--- src/rtl/spi_pkg.sv ---
// Shared SPI slave constants: mode encodings, default word width, FSM states.
package spi_pkg;

  localparam int unsigned DEFAULT_DATA_W = 8;

  localparam int unsigned CPOL_LOW   = 0;
  localparam int unsigned CPOL_HIGH  = 1;
  localparam int unsigned CPHA_LEAD  = 0;
  localparam int unsigned CPHA_TRAIL = 1;

  typedef enum logic [1:0] {
    ST_WAIT_IDLE = 2'd0,
    ST_IDLE      = 2'd1,
    ST_ACTIVE    = 2'd2
  } spi_state_e;

endpackage

--- src/rtl/spi_sync_edge.sv ---
// Two-flop synchroniser plus delay flop; gives synced level and edge strobes.
module spi_sync_edge
  import spi_pkg::*;
#(
  parameter logic RST_VAL = 1'b0
) (
  input  logic clk,
  input  logic rst,
  input  logic din,
  output logic level,
  output logic rise_c,
  output logic fall_c
);

  logic s1;
  logic s2;
  logic dly;

  // Resynchronise the pin and keep one older sample for edge detection
  always_ff @(posedge clk or posedge rst) begin
    if (rst) begin
      s1  <= RST_VAL;
      s2  <= RST_VAL;
      dly <= RST_VAL;
    end else begin
      s1  <= din;
      s2  <= s1;
      dly <= s2;
    end
  end

  assign level  = s2;
  assign rise_c = s2 & ~dly;
  assign fall_c = ~s2 & dly;

endmodule

--- src/rtl/spi_slave_sync.sv ---
// Oversampled SPI target: shifts DATA_W-bit words in/out in any CPOL/CPHA mode.
module spi_slave_sync
  import spi_pkg::*;
#(
  parameter int unsigned DATA_W = DEFAULT_DATA_W,
  parameter int unsigned CPOL   = CPOL_LOW,
  parameter int unsigned CPHA   = CPHA_LEAD
) (
  input  logic              clk,
  input  logic              rst,
  input  logic              sclk,
  input  logic              cs_n,
  input  logic              mosi,
  output logic              miso,
  output logic              miso_oe,
  input  logic [DATA_W-1:0] tx_data,
  input  logic              tx_load,
  output logic              tx_empty,
  output logic              tx_underrun,
  output logic [DATA_W-1:0] rx_data,
  output logic              rx_valid,
  output logic              busy
);

  localparam int unsigned CNT_W    = (DATA_W > 1) ? $clog2(DATA_W) : 1;
  localparam logic        CPOL_BIT = 1'(CPOL);

  spi_state_e        state;
  logic [1:0]        settle_cnt;
  logic [CNT_W-1:0]  bit_cnt;
  logic [DATA_W-1:0] hold;
  logic [DATA_W-1:0] tx_shift;
  logic [DATA_W-1:0] rx_shift;
  logic              word_done;
  logic              mosi_s1;
  logic              mosi_s2;

  logic              sclk_level;
  logic              sclk_rise_c;
  logic              sclk_fall_c;
  logic              cs_level;
  logic              cs_rise_c;
  logic              cs_fall_c;
  logic              sclk_edge_c;
  logic              lead_c;
  logic              trail_c;
  logic              sample_c;
  logic              shift_c;
  logic              word_end_c;
  logic              load_c;
  logic [DATA_W-1:0] load_word_c;

  spi_sync_edge #(.RST_VAL(CPOL_BIT)) u_sclk_sync (
    .clk    (clk),
    .rst    (rst),
    .din    (sclk),
    .level  (sclk_level),
    .rise_c (sclk_rise_c),
    .fall_c (sclk_fall_c)
  );

  spi_sync_edge #(.RST_VAL(1'b1)) u_cs_sync (
    .clk    (clk),
    .rst    (rst),
    .din    (cs_n),
    .level  (cs_level),
    .rise_c (cs_rise_c),
    .fall_c (cs_fall_c)
  );

  // Plain two-flop path for mosi; same latency as the sclk edge strobes
  always_ff @(posedge clk or posedge rst) begin
    if (rst) begin
      mosi_s1 <= 1'b0;
      mosi_s2 <= 1'b0;
    end else begin
      mosi_s1 <= mosi;
      mosi_s2 <= mosi_s1;
    end
  end

  // Classify sclk edges by direction relative to the idle level
  assign sclk_edge_c = sclk_rise_c | sclk_fall_c;
  assign lead_c      = sclk_edge_c & (sclk_level != CPOL_BIT);
  assign trail_c     = sclk_edge_c & (sclk_level == CPOL_BIT);
  assign sample_c    = (CPHA != 0) ? trail_c : lead_c;
  assign shift_c     = (CPHA != 0) ? lead_c : trail_c;
  assign word_end_c  = sample_c && (bit_cnt == CNT_W'(DATA_W - 1));
  assign load_c      = ((state == ST_IDLE) && cs_fall_c) ||
                       ((state == ST_ACTIVE) && !cs_rise_c && word_end_c);

  // A tx_load coinciding with a word load bypasses the hold register
  always_comb begin
    load_word_c = hold;
    if (tx_load) load_word_c = tx_data;
  end

  // Frame FSM, shift registers and tx hold-register bookkeeping
  always_ff @(posedge clk or posedge rst) begin
    if (rst) begin
      state       <= ST_WAIT_IDLE;
      settle_cnt  <= '0;
      bit_cnt     <= '0;
      hold        <= '0;
      tx_shift    <= '0;
      rx_shift    <= '0;
      word_done   <= 1'b0;
      miso        <= 1'b0;
      miso_oe     <= 1'b0;
      tx_empty    <= 1'b1;
      tx_underrun <= 1'b0;
      rx_data     <= '0;
      rx_valid    <= 1'b0;
      busy        <= 1'b0;
    end else begin
      rx_valid    <= 1'b0;
      tx_underrun <= 1'b0;
      word_done   <= 1'b0;

      if (load_c) begin
        tx_empty    <= 1'b1;
        tx_underrun <= tx_empty & ~tx_load;
      end else if (tx_load) begin
        hold     <= tx_data;
        tx_empty <= 1'b0;
      end

      if (word_done) begin
        rx_data  <= rx_shift;
        rx_valid <= 1'b1;
      end

      case (state)
        ST_WAIT_IDLE: begin
          // Let real pin values reach the synchroniser output before trusting cs_n
          if (settle_cnt != 2'd2) begin
            settle_cnt <= settle_cnt + 2'd1;
          end else if (cs_level) begin
            state <= ST_IDLE;
          end
        end
        ST_IDLE: begin
          if (cs_fall_c) begin
            state    <= ST_ACTIVE;
            busy     <= 1'b1;
            miso_oe  <= 1'b1;
            bit_cnt  <= '0;
            rx_shift <= '0;
            if (CPHA == 0) begin
              miso     <= load_word_c[DATA_W-1];
              tx_shift <= {load_word_c[DATA_W-2:0], 1'b0};
            end else begin
              tx_shift <= load_word_c;
            end
          end
        end
        ST_ACTIVE: begin
          if (cs_rise_c) begin
            state    <= ST_IDLE;
            busy     <= 1'b0;
            miso_oe  <= 1'b0;
            miso     <= 1'b0;
            bit_cnt  <= '0;
            rx_shift <= '0;
          end else begin
            if (shift_c) begin
              miso     <= tx_shift[DATA_W-1];
              tx_shift <= {tx_shift[DATA_W-2:0], 1'b0};
            end
            if (sample_c) begin
              rx_shift <= {rx_shift[DATA_W-2:0], mosi_s2};
              if (word_end_c) begin
                bit_cnt   <= '0;
                word_done <= 1'b1;
                tx_shift  <= load_word_c;
              end else begin
                bit_cnt <= bit_cnt + CNT_W'(1);
              end
            end
          end
        end
        default: state <= ST_WAIT_IDLE;
      endcase
    end
  end

endmodule
--- config.mk ---
export PLATFORM = sky130hd
export DESIGN_NAME = spi_slave_sync
export DESIGN_NICKNAME = d
export VERILOG_FILES = /design/src/rtl/spi_pkg.sv /design/src/rtl/spi_sync_edge.sv /design/src/rtl/spi_slave_sync.sv
export SDC_FILE = /design/constraint.sdc
export NUM_CORES = 1
export LEC_CHECK = 0
export ABC_AREA = 1
export CORE_UTILIZATION = 40
export CTS_CLUSTER_SIZE = 30
export DETAILED_ROUTE_END_ITERATION = 16
export SLEW_MARGIN = 20
export SYNTH_ARGS = -nofsm -noshare
export SYNTH_HDL_FRONTEND = slang
export SYNTH_SLANG_ARGS = --single-unit
--- constraint.sdc ---
create_clock -name clk -period 1.3 [get_ports clk]
set_input_delay 0.13 -clock clk [delete_from_list [all_inputs] [get_ports clk]]
set_output_delay 0.13 -clock clk [all_outputs]
set_load 0.03 [all_outputs]
* After elaboration in Yosys (flattened, before gate mapping) *
Cells that the tools add are included.

operators by class
  $add $sub $neg = 2
  equal/unequal tests = 11
  mux-type cells = 36
  bitwise gates (word level) = 13
  reductions and logical operators = 15

operators with widths
  cell                 number
  $mux 8               9
  $pmux 8 s2           2
  $mux 1               13
  $mux 3               4
  $reduce_and 3->1     4
  $ne 2x2->1 const B   5
  $mux 2               4
  $and 1x1->1          7
  $ne 3x3->1 const B   2
  $pmux 2 s3           1
  $pmux 3 s2           1
  $not 1->1            5
  $logic_and 1x1->1    4
  $pmux 1 s2           2
  $reduce_and 4->1     1
  $reduce_bool 2->1    2
  $add 3x1->3 const B  1
  $eq 3x3->1 const B   1
  $add 2x1->2 const B  1
  $eq 2x1->1 const B   1
  $eq 2x2->1 const B   1
  $logic_not 2->1      1
  $ne 2x1->1 const B   1
  $reduce_and 2->1     1
  3 further kinds      3

word-level totals
  register bits = 53
  bits of input ports = 14
  output and inout port bits = 14
  word-level logic and storage cells = 98

* Logic depth before layout (Yosys ltp) *
  depth in word-level cells = 9
  gate-level depth with buffers = 9
  mapped depth without buffers = 8

* By module *
Synthesis repeated with hierarchy kept, for this count alone.

unflattened totals
  cell total of the unflattened synthesis = 320
  area total of the unflattened synthesis = 2666.3 sq um

by module, submodules not included
  module                        instances  cells an instance  area an instance (sq um)  seq. area each (sq um)
  spi_slave_sync                1          304                2474.9                    1177.4
  spi_sync_edge at u_cs_sync    1          8                  97.6                      78.8
  spi_sync_edge at u_sclk_sync  1          8                  93.8                      75.1

* Worst setup path after synthesis *
Ideal clock, no wire load.

  kind = reg-to-reg
  start point = reg bit_cnt[0]
  end point = reg hold[1]
  library setup time = 126 ps
  data arrival time = 1326 ps
  required time = 1174 ps
  path slack = -152 ps
  cell stages (with the launch flop) = 10
  path buffers = 1
  clock period less this slack = 1452 ps
  path through = dfrtp_1 > ha_1 > ha_1 > nand3_1 > inv_2 > nand2_2 > nand2_4 > buf_6 > nand2_1 > o21ai_0

between the ends
  longest elaborated chain between the ends = 4

RTL lines
  element                   RTL line               source
  start: declaration        spi_slave_sync.sv:30   logic [CNT_W-1:0] bit_cnt;
  start signal: assignment  spi_slave_sync.sv:177  bit_cnt <= bit_cnt + CNT_W'(1);
  $eq 3x3->1                spi_slave_sync.sv:88   assign word_end_c = sample_c && (bit_cnt == CNT_W'(DATA_W - 1));
  $logic_and 1x1->1         spi_slave_sync.sv:88
  $logic_and 1x1->1         spi_slave_sync.sv:90   ((state == ST_ACTIVE) && !cs_rise_c && word_end_c);
  $logic_or 1x1->1          spi_slave_sync.sv:89   assign load_c = ((state == ST_IDLE) && cs_fall_c) ||
  end signal: assignment    spi_slave_sync.sv:124  hold <= tx_data;
  end: declaration          spi_slave_sync.sv:31   logic [DATA_W-1:0] hold;

Every way passes these cells.
A chain may end at the register's enable or synchronous reset.

* Final worst setup path *
  start point = reg bit_cnt[0]
  end point = reg tx_shift[4]

between the ends
  longest elaborated chain between the ends = 6

RTL lines
  element                 RTL line               source
  $eq 3x3->1              spi_slave_sync.sv:88
  $logic_and 1x1->1       spi_slave_sync.sv:88
  $mux 8                  spi_slave_sync.sv:172  if (word_end_c) begin
  $mux 8                  spi_slave_sync.sv:170  if (sample_c) begin
  $mux 8                  spi_slave_sync.sv:158  if (cs_rise_c) begin
  $pmux 8 s2              spi_slave_sync.sv:133  case (state)
  end signal: assignment  spi_slave_sync.sv:153  tx_shift <= load_word_c;
  end signal: assignment  spi_slave_sync.sv:168  tx_shift <= {tx_shift[DATA_W-2:0], 1'b0};
  end signal: assignment  spi_slave_sync.sv:175  tx_shift <= load_word_c;
  end: declaration        spi_slave_sync.sv:32   logic [DATA_W-1:0] tx_shift;

Every way passes these cells. The select of a mux whose other input is x is not followed.

==> results.cfg <==
[detailed_routing]
vias_per_cell = 4.775
drt_iter0_markers = 60
wl_per_cell_um = 12.07
wl_um = 4983
ant_nets = 0
vias = 1972
dr.pass1.iters = 4
drc = 0

[synth]
yosys.area.top_type = dfrtp_1
synth_nets = 304
ys.warnings.count = 0
ys_seq_area_share_pct = 51.45
syn_avg_cell_area_sq_um = 9.016
yosysTopAreaCellShare_pct = 47.39
synthesis.area_sq_um = 2587
synth_seq_cells = 53
synthCells = 287
synth_cell_types = 30
synth.area.top_cells = dfrtp_1, nand2_1, nand3_1, inv_1, dfstp_2

[clocking]
cts-root-buf = clkbuf_8
tritoncts = yes
cts.sinks = 53
h-tree-depth = 2
hold_buffers = 0
clk_pin_slew_worst_paths_ns = 0.09
cts.path.max_buffers = 2
cts_inserted_buffers = 5
clock_latency_ns = 0.30

[timing]
max_freq_mhz = 740.5
setup_viol = 23
period_share_pct = 103.9
slew_viol_final = 0
timing.final.hold_violations = 0
fin_crit_ns = 1.350
setup_slack_ns = -0.05049
relSlewSlack_pct = 76.42
finalSetupTns_ns = -0.6140
fin_hold_ws_ns = 0.2305
grt_setup_unrepaired = yes
fin_worst_skew_ns = 0.009899
worst_slew_pin_slew_ns = 0.3537

[pwr]
p_seq_share_pct = 42.7
p_int_mw = 3.258
vdd_ir_drop_max_v = 0.0007784
p_per_area_nw_per_um2 = 1474
p_sw_share_pct = 34.78
clkPwrFrac_pct = 22.3
power.leakage_nw = 1.711
p_comb_share_pct = 35.1
p_sw_mw = 1.737

[finish]
n_antenna_cell = 0
fin_nets = 354
areaGrowthSynthToFinish_pct = 31.00
fin_cells = 413
fin_util_pct = 55.60
drive_gt1_share_pct = 30.77

[setup_path]
cp_data_required_time_ns = 1.53
cp_slowest_stage_delay_ns = 0.40
cp.arrival_ns = 1.58
path_cells = ha_2 -> ha_4 -> nand3_4 -> inv_4 -> buf_12 -> nand2_2 -> nand3_1 -> a21oi_2
critical_path_class = register to register
critPathCaptureType = register
worst-path-max-fanout = 7
startpoint_type = register
slowest_stage = dfrtp_1

[run_status]
status = complete, but fails checks
violations = setup timing

[floorplan]
die_area_sq_um = 6795
start_util_pct = 42.45
die_y_um = 82.43
io_pins = 28
die_x_um = 82.43
core_area_sq_um = 6096
rows = 28

[worst_hold_path]
min_path_type = input pin to register

[place]
gp_congestion = 0.8112
dpl.hpwl_um = 3356
dp_slack_ns = -0.1142
dp.cells = 401
place.port_buffers = 27

[job]
drv_cap = 0

[global_route]
gr-total-overflow = 0
grt_usage_pct = 16.03
first_global_vias = 1817
antenna_found_initial = 0
grt_pass1_wl_um = 8342
grt_start_max_net_pins = 54
[power by group through the flow]
stage	sequential, mW	combinational (mW)	clock (mW)
after floorplan	2.18	1.07	0
after global placement	2.16	1.57	0
after detailed placement	2.16	1.59	0
after CTS	2.13	1.61	1.15
after global routing	2.18	1.95	1.22
final	2.13	1.75	1.11
[area by class of cell]
cell class	instances	area (sq um)
clock inverters	2	35.03
repair buffers	53	546.8
fillers	579	2706
inverters	38	153.9
multi-input cells	186	1155
well taps	75	93.84
clock buffers	6	72.57
flip-flops and latches	53	1333
[path summary, 6_finish.rpt]
path | from | endpoint | slack [ns] | cells past startpoint
worst min-delay path | cs_n | u_cs_sync.s1 | 0.23 | 1
max in group asynchronous | rst | tx_empty | 0.76 | 3
min in group asynchronous | rst | rx_valid | 0.24 | 3
worst max-delay path | bit_cnt[0] | tx_shift[4] | -0.05 | 8
worst max register to register | bit_cnt[0] | tx_shift[4] | -0.05 | 8
worst min register to register | mosi_s1 | mosi_s2 | 0.36 | 0
[per-layer routing]
layer  vias to the layer above  GRT usage, %  wire, um
met5                         -             0         0
met4                         0         3.684        31
met3                         4         2.967       128
met2                        25         25.12      2283
met1                       934         22.86      2539
li1                       1009             -         -
[placed cells by master (no fill, tap or decap), types with 2 or more instances in the layout]
master,n
nand2_4,5
clkbuf_8,5
o21ai_1,7
nand2_2,7
buf_12,6
nand3_1,23
nor2_1,9
a21oi_2,7
nand3b_1,2
clkdlybuf4s50_1,13
nand3_2,6
buf_4,18
o21ai_0,6
nand2_1,78
buf_6,2
inv_1,29
dfrtp_1,48
mux2_2,8
dfstp_2,4
o21ai_2,14
inv_2,5
dlygate4sd2_1,13
[stage by stage]
stage	power, mW	cell area [sq um]
after floorplan	3.255	2629
after global placement	3.728	3151
after detailed placement	3.749	3151
after CTS	4.888	3286
after global routing	5.350	3390
final	4.995	3390
[logic make-up (layout without fill, tap and decap cells)]
logic type      Yosys count  after routing  share of synthesized area [%]
simple gates            136            136                          23.89
xor+xnor                  1              1                         0.3386
flops                    53             53                          51.45
fa+ha+maj                 3              3                          1.451
compound gates           38             38                          10.69
buf+inv                  48             99                          8.704
mux                       8              8                          3.482
[sequential cells by signal (all words and copies together) (netlist names), 2 cells and up]
register,cells
rx_shift,8
settle_cnt,2
bit_cnt,3
hold,8
tx_shift,8
rx_data,8
state,2
[Yosys cell counts]
library cell,number
o21ai_0,10
a21oi_2,7
xor2_1,1
clkbuf_1,2
buf_2,1
nand2_4,5
nand2_2,2
buf_4,3
nor2_1,10
o22ai_1,1
nand3_1,30
nor2_8,1
o21ai_4,1
o21ai_2,11
nand2_1,84
mux2_2,8
buf_6,4
dfrtp_1,49
clkinv_1,1
dfstp_2,4
o21ai_1,6
ha_1,3
inv_1,31
o2111ai_1,1
inv_2,5
o21a_1,1
nor2_2,1
inv_4,1
nand3b_1,2
nor3_1,1
[critical path, delay by kind of cell (launching register included)]
| kind | cells | cell delay [ns] |
|---|---|---|
| AO/OA/AOI/OAI | 1 | 0.12 |
| adder cells (fa/ha/maj) | 2 | 0.36 |
| AND/OR/NAND/NOR | 3 | 0.22 |
| buffers and inverters | 2 | 0.19 |
| flip-flops | 1 | 0.40 |
[what timing repair did]
action / in CTS / in global routing
buffers inserted: 1 / 1
endpoints found under the setup margin: 42 / 29
gates cloned: 0 / 2
pin swaps: 3 / 8
resized for setup: 24 / 17
(Power assumes the default switching activity.)
